[config.mk]
export PLATFORM = sky130hd
export DESIGN_NAME = int32_to_fp32_seq
export DESIGN_NICKNAME = d
export VERILOG_FILES = /design/src/rtl/i2f_pkg.sv /design/src/rtl/i2f_round_rne.sv /design/src/rtl/int32_to_fp32_seq.sv
export SDC_FILE = /design/constraint.sdc
export NUM_CORES = 1
export LEC_CHECK = 0
export BUFFER_PORTS_ARGS = -buffer_cell sky130_fd_sc_hd__buf_4
export CORE_ASPECT_RATIO = 0.75
export CORE_MARGIN = 2
export CORE_UTILIZATION = 40
export DETAILED_ROUTE_END_ITERATION = 8
export PLACE_DENSITY = 0.58
export SLEW_MARGIN = 20
export SYNTH_ARGS = -nofsm -noshare
export SYNTH_HDL_FRONTEND = slang
export SYNTH_SLANG_ARGS = --single-unit
[constraint.sdc]
create_clock -name clk -period 7.1 [get_ports clk]
set_input_delay 0.71 -clock clk [delete_from_list [all_inputs] [get_ports clk]]
set_output_delay 0.71 -clock clk [all_outputs]
set_load 0.005 [all_outputs]
[src/rtl/i2f_pkg.sv]
// Shared definitions for the int32 -> fp32 sequential converter.
// Holds the FSM state type, the IEEE-754 single-precision field widths and
// the normalisation shift table used by the binary-search left shift.
package i2f_pkg;

  typedef enum logic [1:0] {
    ST_IDLE,
    ST_NORM,
    ST_ROUND,
    ST_OUT
  } state_e;

  localparam int FP_EXP_W = 8;
  localparam int FP_MAN_W = 23;
  localparam int EXP_BIAS = 127;
  // Exponent of a magnitude whose leading one already sits in bit 31.
  localparam int EXP_TOP  = EXP_BIAS + 31;

  localparam int NORM_STEPS = 5;
  // Shift amount tried at each NORM step, largest first.
  localparam logic [4:0] NORM_SHIFT [NORM_STEPS] = '{5'd16, 5'd8, 5'd4, 5'd2, 5'd1};

endpackage

[src/rtl/i2f_round_rne.sv]
// Round-to-nearest-even packer for the int32 -> fp32 converter.
// Takes a magnitude already normalised so its leading one is in bit 31,
// the left-shift count that got it there and the sign, and produces the
// packed single-precision word plus the inexact flag.
module i2f_round_rne
  import i2f_pkg::*;
(
  input  logic [31:0] mag_i,
  input  logic [4:0]  lz_i,
  input  logic        sign_i,
  output logic [31:0] data_o,
  output logic        inexact_o
);

  logic [FP_MAN_W-1:0] manTrunc;
  logic [FP_MAN_W:0]   manSum;
  logic [FP_EXP_W-1:0] expVal;
  logic                guardBit;
  logic                stickyBit;
  logic                lsbBit;
  logic                roundUp;

  // Split off guard/sticky, round ties to even, fold mantissa carry into the exponent.
  always_comb begin
    manTrunc  = mag_i[30:8];
    guardBit  = mag_i[7];
    stickyBit = |mag_i[6:0];
    lsbBit    = mag_i[8];
    roundUp   = guardBit & (stickyBit | lsbBit);
    manSum    = {1'b0, manTrunc} + {{FP_MAN_W{1'b0}}, roundUp};
    expVal    = FP_EXP_W'(EXP_TOP) - {3'b000, lz_i}
              + {{(FP_EXP_W-1){1'b0}}, manSum[FP_MAN_W]};
    data_o    = {sign_i, expVal, manSum[FP_MAN_W-1:0]};
    inexact_o = guardBit | stickyBit;
    // After normalisation a clear top bit can only mean the input was zero.
    if (!mag_i[31]) begin
      data_o    = '0;
      inexact_o = 1'b0;
    end
  end

endmodule

[src/rtl/int32_to_fp32_seq.sv]
// Sequential 32-bit integer to IEEE-754 single converter.
// Accepts one integer in IDLE, normalises it with a five-step binary-search
// left shift (16/8/4/2/1, one step per cycle), rounds to nearest-even and
// holds the result until downstream accepts it.
// Optional build macro: I2F_UNSIGNED_EN adds the in_is_unsigned input.
module int32_to_fp32_seq
  import i2f_pkg::*;
(
  input  logic        clk,
  input  logic        rst,
  input  logic        in_valid,
  output logic        in_ready,
  input  logic [31:0] in_data,
`ifdef I2F_UNSIGNED_EN
  input  logic        in_is_unsigned,
`endif
  output logic        out_valid,
  input  logic        out_ready,
  output logic [31:0] out_data,
  output logic        out_inexact
);

  state_e      state_q, state_d;
  logic [2:0]  step_q, step_d;
  logic [31:0] mag_q, mag_d;
  logic [4:0]  lz_q, lz_d;
  logic        sign_q, sign_d;
  logic [31:0] outData_q, outData_d;
  logic        outInexact_q, outInexact_d;

  logic        isUnsigned;
  logic        negIn;
  logic [4:0]  shiftAmt;
  logic [31:0] topMask;
  logic [31:0] roundData;
  logic        roundInexact;

  i2f_round_rne u_round (
    .mag_i     (mag_q),
    .lz_i      (lz_q),
    .sign_i    (sign_q),
    .data_o    (roundData),
    .inexact_o (roundInexact)
  );

  // State and datapath registers, all cleared by synchronous reset.
  always_ff @(posedge clk) begin
    if (rst) begin
      state_q      <= ST_IDLE;
      step_q       <= '0;
      mag_q        <= '0;
      lz_q         <= '0;
      sign_q       <= 1'b0;
      outData_q    <= '0;
      outInexact_q <= 1'b0;
    end else begin
      state_q      <= state_d;
      step_q       <= step_d;
      mag_q        <= mag_d;
      lz_q         <= lz_d;
      sign_q       <= sign_d;
      outData_q    <= outData_d;
      outInexact_q <= outInexact_d;
    end
  end

  // Next-state logic: capture, normalise step by step, round, then hold for handshake.
  always_comb begin
    state_d      = state_q;
    step_d       = step_q;
    mag_d        = mag_q;
    lz_d         = lz_q;
    sign_d       = sign_q;
    outData_d    = outData_q;
    outInexact_d = outInexact_q;

`ifdef I2F_UNSIGNED_EN
    isUnsigned = in_is_unsigned;
`else
    isUnsigned = 1'b0;
`endif
    negIn    = in_data[31] & ~isUnsigned;
    shiftAmt = (step_q < 3'(NORM_STEPS)) ? NORM_SHIFT[step_q] : 5'd0;
    topMask  = ~(32'hFFFF_FFFF >> shiftAmt);

    unique case (state_q)
      ST_IDLE: begin
        if (in_valid) begin
          sign_d  = negIn;
          mag_d   = negIn ? (~in_data + 32'd1) : in_data;
          lz_d    = '0;
          step_d  = '0;
          state_d = ST_NORM;
        end
      end
      ST_NORM: begin
        if ((mag_q & topMask) == 32'd0) begin
          mag_d = mag_q << shiftAmt;
          lz_d  = lz_q + shiftAmt;
        end
        if (step_q == 3'(NORM_STEPS - 1)) begin
          state_d = ST_ROUND;
        end else begin
          step_d = step_q + 3'd1;
        end
      end
      ST_ROUND: begin
        outData_d    = roundData;
        outInexact_d = roundInexact;
        state_d      = ST_OUT;
      end
      ST_OUT: begin
        if (out_ready) begin
          state_d = ST_IDLE;
        end
      end
      default: state_d = ST_IDLE;
    endcase
  end

  assign in_ready    = (state_q == ST_IDLE);
  assign out_valid   = (state_q == ST_OUT);
  assign out_data    = outData_q;
  assign out_inexact = outInexact_q;

endmodule
==> results of run 1 <==
==> registers in the layout, indices dropped and copies added, names as in the netlist <==
signal / flops
lz_q: 5
state_q: 2
step_q: 3
mag_q: 32
sign_q: 1
out_data: 32
out_inexact: 1
==> stage by stage <==
step                hold slack [ps]  instances  worst slack (ps)  power (mW)  cell area [um^2]
finish                          466       1170              3030        2.52              7750
global route                    492       1170              2740        2.64              7750
detailed placement              461       1154              3140        1.92              7400
floorplan                       437        955              3360        1.51              6880
CTS                             471       1170              3120        2.48              7750
global placement                454       1154              3280        1.93              7400
==> critical path, cell delays in order, from the launching register on <==
cell                       delay (ps)
sky130_fd_sc_hd__dfxtp_1          310
sky130_fd_sc_hd__buf_4            240
sky130_fd_sc_hd__ha_1             190
sky130_fd_sc_hd__ha_2             620
sky130_fd_sc_hd__buf_4            450
sky130_fd_sc_hd__a21oi_1          180
sky130_fd_sc_hd__a211oi_1         280
sky130_fd_sc_hd__nor4_1            80
sky130_fd_sc_hd__a21oi_1          370
sky130_fd_sc_hd__or2_1            860
sky130_fd_sc_hd__a21oi_1          140
sky130_fd_sc_hd__o32ai_1          260
==> final cells by class <==
type,count,share of cell area [%]
well taps,215,3.47
flip-flops and latches,76,19.7
clock buffers,9,2.91
repair buffers,87,8.43
inverters,24,1.16
clock inverters,7,1.58
multi-input cells,752,62.8
==> power by group through the flow <==
stage | Sequential, mW | Combinational, mW | Clock [mW]
2_1_floorplan | 0.551 | 0.962 | 0
3_3_place_gp | 0.743 | 1.19 | 0
3_5_place_dp | 0.738 | 1.18 | 0
4_1_cts | 0.729 | 1.19 | 0.560
5_1_grt | 0.747 | 1.33 | 0.573
6_report | 0.741 | 1.23 | 0.552
==> metal layers <==
layer	global-route usage (%)	vias up
met4	8.37	0
met5	0	-
li1	-	3519
met2	38.2	433
met1	41.2	3548
met3	9.32	81
==> cells in the mapped netlist, drive strengths merged (14+ instances only) <==
library cell	count	area [um^2]
nor2	118	443
nand2	83	312
clkbuf	80	302
dfxtp	76	1520
a21oi	59	295
o21ai	38	190
o22ai	32	200
nor3	31	155
mux2i	30	300
a22oi	29	218
xor2	28	245
xnor2	26	228
a211oi	23	173
buf	23	113
inv	23	86.3
o31ai	22	179
nand3	21	105
ha	17	213
o211ai	14	105
==> cell families after synthesis <==
| logic type | after synthesis | share of synthesized area, % |
|---|---|---|
| xor+xnor | 54 | 6.87 |
| mux | 42 | 6.65 |
| fa+ha+maj | 18 | 3.24 |
| buf+inv | 127 | 7.32 |
| simple gates | 337 | 23.5 |
| compound gates | 301 | 30.3 |
| flops | 76 | 22.1 |
==> path summary, 6_finish.rpt <==
kind,from,end,slack [ps],depth (start not counted)
max reg2reg,step_q[0]$_SDFFE_PP0P_,mag_q[30]$_SDFFE_PP0P_,3030,11
min,out_data[31]$_SDFFE_PP0P_,out_data[31]$_SDFFE_PP0P_,470,2
min reg2reg,out_data[31]$_SDFFE_PP0P_,out_data[31]$_SDFFE_PP0P_,470,2
max,step_q[0]$_SDFFE_PP0P_,mag_q[30]$_SDFFE_PP0P_,3030,11
==> impl_summary.log, run 1 <==
[metrics] data required time of the critical path: between 7000 and 8000 ps
[metrics] width of the chip: about 160 um
[metrics] total global routing track utilization: 28.0%
[metrics] Slew @ Worst Pin: 1100 ps
[metrics] largest driver fanout on the critical path: 30
[metrics] die area: 18300 um^2
[metrics] FFs w/ async S/R, synth: 0%
[metrics] ratio of final minimum period to clock period: 57.3%
[metrics] count of antenna diodes in the layout: 0
[metrics] Hold Vio Cnt, Final: 0
[metrics] Clock H-tree levels: 3
[metrics] TritonCTS clock tree: built
[metrics] global-route wire length before repair: 40300 um
[metrics] input/output buffers: 70
[metrics] class of the most critical hold timing path: reg -> reg
[metrics] fraction of final layout cells sized beyond drive strength 1: 14.6%
[metrics] die span in y: between 100 and 150 um
[metrics] final setup violating endpoints: 0
[metrics] share of power burned in registers: 29.4%
[metrics] number of instances resized during post-cts repair: 0
[metrics] clock buffers created by TritonCTS: 9
[metrics] synthesized area per cell: a little over 7 um^2
[metrics] number of buffers added for setup after CTS: 0
[metrics] final HPWL from detailed placement: 18500 um
[metrics] total DRC errors in the routed layout: 0
[metrics] total congestion overflow: 0
[metrics] fin. max-slew vios: 0
[metrics] Worst VDD drop: 0.183 mV
[metrics] Initial Utilization: 40.9%
[metrics] hold buffers post-CTS: 0
[metrics] switching power: 1.24 mW
[metrics] fraction of the core area covered by cells at the end of the flow: ~46%
[metrics] CTS Root Cell: sky130_fd_sc_hd__clkbuf_16
[metrics] remaining max-slew budget at the tightest pin: 26.4%
[metrics] Worst Setup Path Type: reg -> reg
[metrics] clock network power share: 21.9%
[metrics] prevailing post-synth register cell: sky130_fd_sc_hd__dfxtp_1
[metrics] unrepaired setup endpoints after global routing: false
[metrics] worst-case clock skew: roughly 8.3 ps
[metrics] largest net degree at the start of global routing: 82
[metrics] antenna-violating nets left: 0
[metrics] clk_lat worst skew: roughly 360 ps
[metrics] total number of vias: 7581
[metrics] leakage power total: roughly 2.8 nW
[metrics] clock period minus final worst setup slack: 4070 ps
[metrics] Nets: approximately 1000
[metrics] Syn Inst Count: 955
[metrics] fraction of power spent switching nets: 49.2%
[metrics] number of iterations in the first detailed-routing pass: 5
[metrics] io pins: between 70 and 80
[metrics] count of standard-cell rows: 41
[metrics] violation count after the first detailed-routing iteration: 1042
[metrics] run status: finished, final reports clean
[metrics] sequential area share after synthesis: 22.1%
[metrics] highest-count cells in the layout ignoring fill and taps: sky130_fd_sc_hd__nor2_1 (117), sky130_fd_sc_hd__buf_4 (87), sky130_fd_sc_hd__nand2_1 (83), sky130_fd_sc_hd__dfxtp_1 (75), sky130_fd_sc_hd__a21oi_1 (59)
[metrics] number of buffers on the longest clock path: 2
[metrics] final setup TNS: 0 ps
[metrics] vias per std cell: 6.48
[metrics] Power Density: approximately 330 nW/um^2
[metrics] Synthesized Nets: ~1000
[metrics] MaxCap Viol Count: 0
[metrics] number of global-route vias before repair: a little under 7000
[metrics] top layer reached by signal wires: met4
[metrics] kind of launch point of the worst setup path: register
[metrics] area of the mapped netlist: 6880 um^2
[metrics] EDFF count, synth: 0
[metrics] initial antenna violation count: 0
[metrics] Ys Warns: 0
[metrics] wire length on met1: 11800 um
[metrics] routed wire length: 26100 um
[metrics] routed length per placed instance: 22.3 um
[metrics] amount of wire on met3 after detailed routing: about 3000 um
[metrics] area used by sequential logic in the layout: about 1500 um^2
[metrics] core region area: 16800 um^2
[metrics] total number of clock tree sinks: 76
[metrics] combinational group share of total power: 48.7%
[metrics] arrival time of data at the critical path endpoint: 4330 ps
[metrics] number of fill cells in the layout: 1736
[metrics] met2 WL post-DR: 10600 um
[metrics] Fmax achieved: 246 MHz
[metrics] clock slew at the register clock pins of the worst setup and hold paths: 70 ps
[metrics] Power Internal: 1.28 mW
[metrics] area added between synthesis and finish: 12.5%
[metrics] sort of element at the end of the critical path: register
[metrics] most frequent standard cell in the layout excluding fill and tap cells: sky130_fd_sc_hd__nor2_1
[metrics] total of flip-flops plus latches after synthesis: 76
[metrics] RePlAce Congestion: 1.01
[metrics] number of distinct library cells after synthesis: 78
[metrics] area taken by multi-input logic gates: ~4900 um^2
Power figures use the tool's default switching activity.
==> run 2: changes to the inputs <==
Settings changed: PLACE_DENSITY 0.58 to 0.6.
Clock period 7.1 ns to 3.5 ns, I/O delays scaled along.
==> impl_summary.log, run 2 (synthesis results as in run 1) <==
[metrics] run status: finished, final reports clean
[metrics] initial antenna violation count: 0 (unchanged)
[metrics] number of instances resized during post-cts repair: 0 (unchanged)
[metrics] Final Non-Filler Cells: 1214 (+3.8%)
[metrics] die span in y: 118 um (unchanged)
[metrics] clk_lat worst skew: 350 ps (about the same)
[metrics] number of buffers on the longest clock path: 2 (unchanged)
[metrics] Worst VDD drop: 0.396 mV (+120%)
[metrics] Initial Utilization: 40.9% (unchanged)
[metrics] leakage power total: 3.03 nW (+7.9%)
[metrics] sort of element at the end of the critical path: register
[metrics] worst reg2reg setup slack: 150 ps (-2880 ps)
[metrics] core region area: 16800 um^2 (unchanged)
[metrics] most frequent standard cell in the layout excluding fill and tap cells: sky130_fd_sc_hd__buf_4
[metrics] total DRC errors in the routed layout: 0 (unchanged)
[metrics] io pins: 71 (unchanged)
[metrics] MaxCap Viol Count: 0 (unchanged)
[metrics] Worst Setup Path Type: reg -> reg
[metrics] total congestion overflow: 0 (unchanged)
[metrics] clock period minus final worst setup slack: 3350 ps (-718 ps)
[metrics] area taken by multi-input logic gates: 4860 um^2 (about the same)
[metrics] number of fill cells in the layout: 1727 (-0.52%)
[metrics] worst setup path start: step_q[0]$_SDFFE_PP0P_
[metrics] number of buffers added for setup after CTS: 0 (unchanged)
[metrics] area added between synthesis and finish: 17.6%
[metrics] count of antenna diodes in the layout: 0 (unchanged)
[metrics] Fmax achieved: 299 MHz (+21%)
[metrics] final HPWL from detailed placement: 19500 um (+5.7%)
[metrics] number of global-route vias before repair: 7122 (+5.4%)
[metrics] antenna-violating nets left: 0 (unchanged)
[metrics] CTS Root Cell: sky130_fd_sc_hd__clkbuf_16
[metrics] Critical R2R Launch: step_q[0]$_SDFFE_PP0P_
[metrics] highest-delay cell along the critical path: sky130_fd_sc_hd__a2111oi_1
[metrics] number of iterations in the first detailed-routing pass: 6 (+1)
[metrics] count of standard-cell rows: 41 (unchanged)
[metrics] Slew @ Worst Pin: 1000 ps (-97.6 ps)
[metrics] most frequent CP cell: sky130_fd_sc_hd__nor3_1
[metrics] ratio of final minimum period to clock period: 95.6% (+38 points)
[metrics] area used by sequential logic in the layout: 1520 um^2 (unchanged)
[metrics] hold-critical path depth: 3 (+1)
[metrics] highest-count cells in the layout ignoring fill and taps: sky130_fd_sc_hd__buf_4 (129), sky130_fd_sc_hd__nor2_1 (117), sky130_fd_sc_hd__nand2_1 (83), sky130_fd_sc_hd__dfxtp_1 (75), sky130_fd_sc_hd__a21oi_1 (59)
[metrics] Hold Vio Cnt, Final: 0 (unchanged)
[metrics] violation count after the first detailed-routing iteration: 1178 (+13%)
[metrics] RePlAce Congestion: 1.02 (+0.70%)
[metrics] routed wire length: 27000 um (+3.2%)
[metrics] total number of vias: 7868 (+3.8%)
[metrics] worst-case clock skew: 14.3 ps (+6.00 ps)
[metrics] Worst R2R Path Depth: 11 (unchanged)
[metrics] routed length per placed instance: 22.2 um (-0.55%)
[metrics] crit-path max cell delay: 580 ps (-280 ps)
[metrics] width of the chip: 155 um (unchanged)
[metrics] kind of launch point of the worst setup path: register
[metrics] arrival time of data at the critical path endpoint: 3570 ps (-760 ps)
[metrics] class of the most critical hold timing path: in -> reg
[metrics] Nets: 1047 (+4.4%)
[metrics] fraction of final layout cells sized beyond drive strength 1: 18.2% (+3.7 points)
[metrics] final setup violating endpoints: 0 (unchanged)
[metrics] final setup TNS: 0 ps (unchanged)
[metrics] Setup crit end: mag_q[14]$_SDFFE_PP0P_
[metrics] remaining max-slew budget at the tightest pin: 33.1% (+6.7 points)
[metrics] largest net degree at the start of global routing: 56 (-32%)
[metrics] clock buffers created by TritonCTS: 9 (unchanged)
[metrics] total global routing track utilization: 29.0% (+0.97 points)
[metrics] Power Density: 673 nW/um^2 (+110%)
[metrics] list of cells traversed by the critical path: ha_1 -> ha_2 -> buf_12 -> inv_2 -> a21oi_1 -> a2111oi_1 -> a31oi_1 -> or2_1 -> nor3_1 -> buf_4 -> nor3_1
[metrics] hold buffers post-CTS: 0 (unchanged)
[metrics] total number of clock tree sinks: 76 (unchanged)
[metrics] clock slew at the register clock pins of the worst setup and hold paths: 70 ps (about the same)
[metrics] die area: 18300 um^2 (unchanged)
[metrics] unrepaired setup endpoints after global routing: false
[metrics] TritonCTS clock tree: built
[metrics] vias per std cell: 6.48 (about the same)
[metrics] largest driver fanout on the critical path: 55 (+83%)
[metrics] input/output buffers: 70 (unchanged)
[metrics] data required time of the critical path: 3730 ps (-3640 ps)
[metrics] global-route wire length before repair: 41900 um (+4.1%)
[metrics] Inst Count DP: 1198 (+3.8%)
[metrics] fin. max-slew vios: 0 (unchanged)
[metrics] endpoint of the lowest-slack register-to-register path: mag_q[14]$_SDFFE_PP0P_
[metrics] Clock H-tree levels: 3 (unchanged)
run 2: changes by cell type in the layout (fill, tap and decap cells not counted):
cell and delta:
sky130_fd_sc_hd__clkinvlp_4 -1, sky130_fd_sc_hd__inv_6 -1, sky130_fd_sc_hd__a2111oi_0 -1, sky130_fd_sc_hd__a2111oi_1 +1
sky130_fd_sc_hd__clkbuf_1 +1, sky130_fd_sc_hd__buf_4 +42, sky130_fd_sc_hd__clkinv_2 +1, sky130_fd_sc_hd__buf_12 +2
run 2: worst max-delay path, delay by kind of cell (launching register included):
kind / cells / cell delay (ps)
simple gates: 3 / 940
compound gates: 3 / 910
buf+inv: 3 / 610
fa+ha+maj: 2 / 410
flops: 1 / 360
run 2: per-stage QoR:
| stage | setup slack, ps | util [%] | instance area [um^2] | total power [mW] | hold slack, ps |
|---|---|---|---|---|---|
| global route | 17.0 | 48.1 | 8100 | 5.72 | 322 |
| floorplan | 53.8 | - | 6890 | 3.07 | 437 |
| CTS | 184 | 48.1 | 8090 | 5.34 | 305 |
| global placement | 273 | 46.1 | 7750 | 4.22 | 457 |
| finish | 153 | 48.1 | 8100 | 5.45 | 309 |
| detailed placement | 188 | 46.1 | 7750 | 4.21 | 454 |
run 2: final cells by class:
class	instances	share of cell area, %
Tap cell	215	3.32
Clock buffer	10	2.83
Sequential cell	76	18.8
Inverter	24	1.11
Timing Repair Buffer	131	12.5
Multi-Input combinational cell	752	60.1
Clock inverter	6	1.38
run 2: layer usage:
layer / wire length [um] / GRT usage [%] / part of all wire, % / vias to the layer above
met2: 10900 / 40.0 / 40 / 513
met1: 12100 / 43.2 / 45 / 3671
met5: 0 / 0 / 0 / -
met3: 3210 / 7.58 / 12 / 71
li1: - / - / - / 3613
met4: 811 / 9.52 / 3.0 / 0
run 2: how the worst min path moves through the flow:
stage / from / endpoint
floorplan: sign_q$_SDFFE_PP0P_ / sign_q$_SDFFE_PP0P_
global placement: out_inexact$_SDFFE_PP0P_ / out_inexact$_SDFFE_PP0P_
detailed placement: sign_q$_SDFFE_PP0P_ / sign_q$_SDFFE_PP0P_
CTS: in_valid / sign_q$_SDFFE_PP0P_
global route: in_valid / sign_q$_SDFFE_PP0P_
finish: in_valid / sign_q$_SDFFE_PP0P_
run 2: report_power, final:
group          switching, mW  total [mW]  internal [mW]
Combinational           1.96        3.06           1.10
Sequential             0.248        1.28           1.03
Clock                  0.416        1.12          0.699
Total                   2.62        5.45           2.83
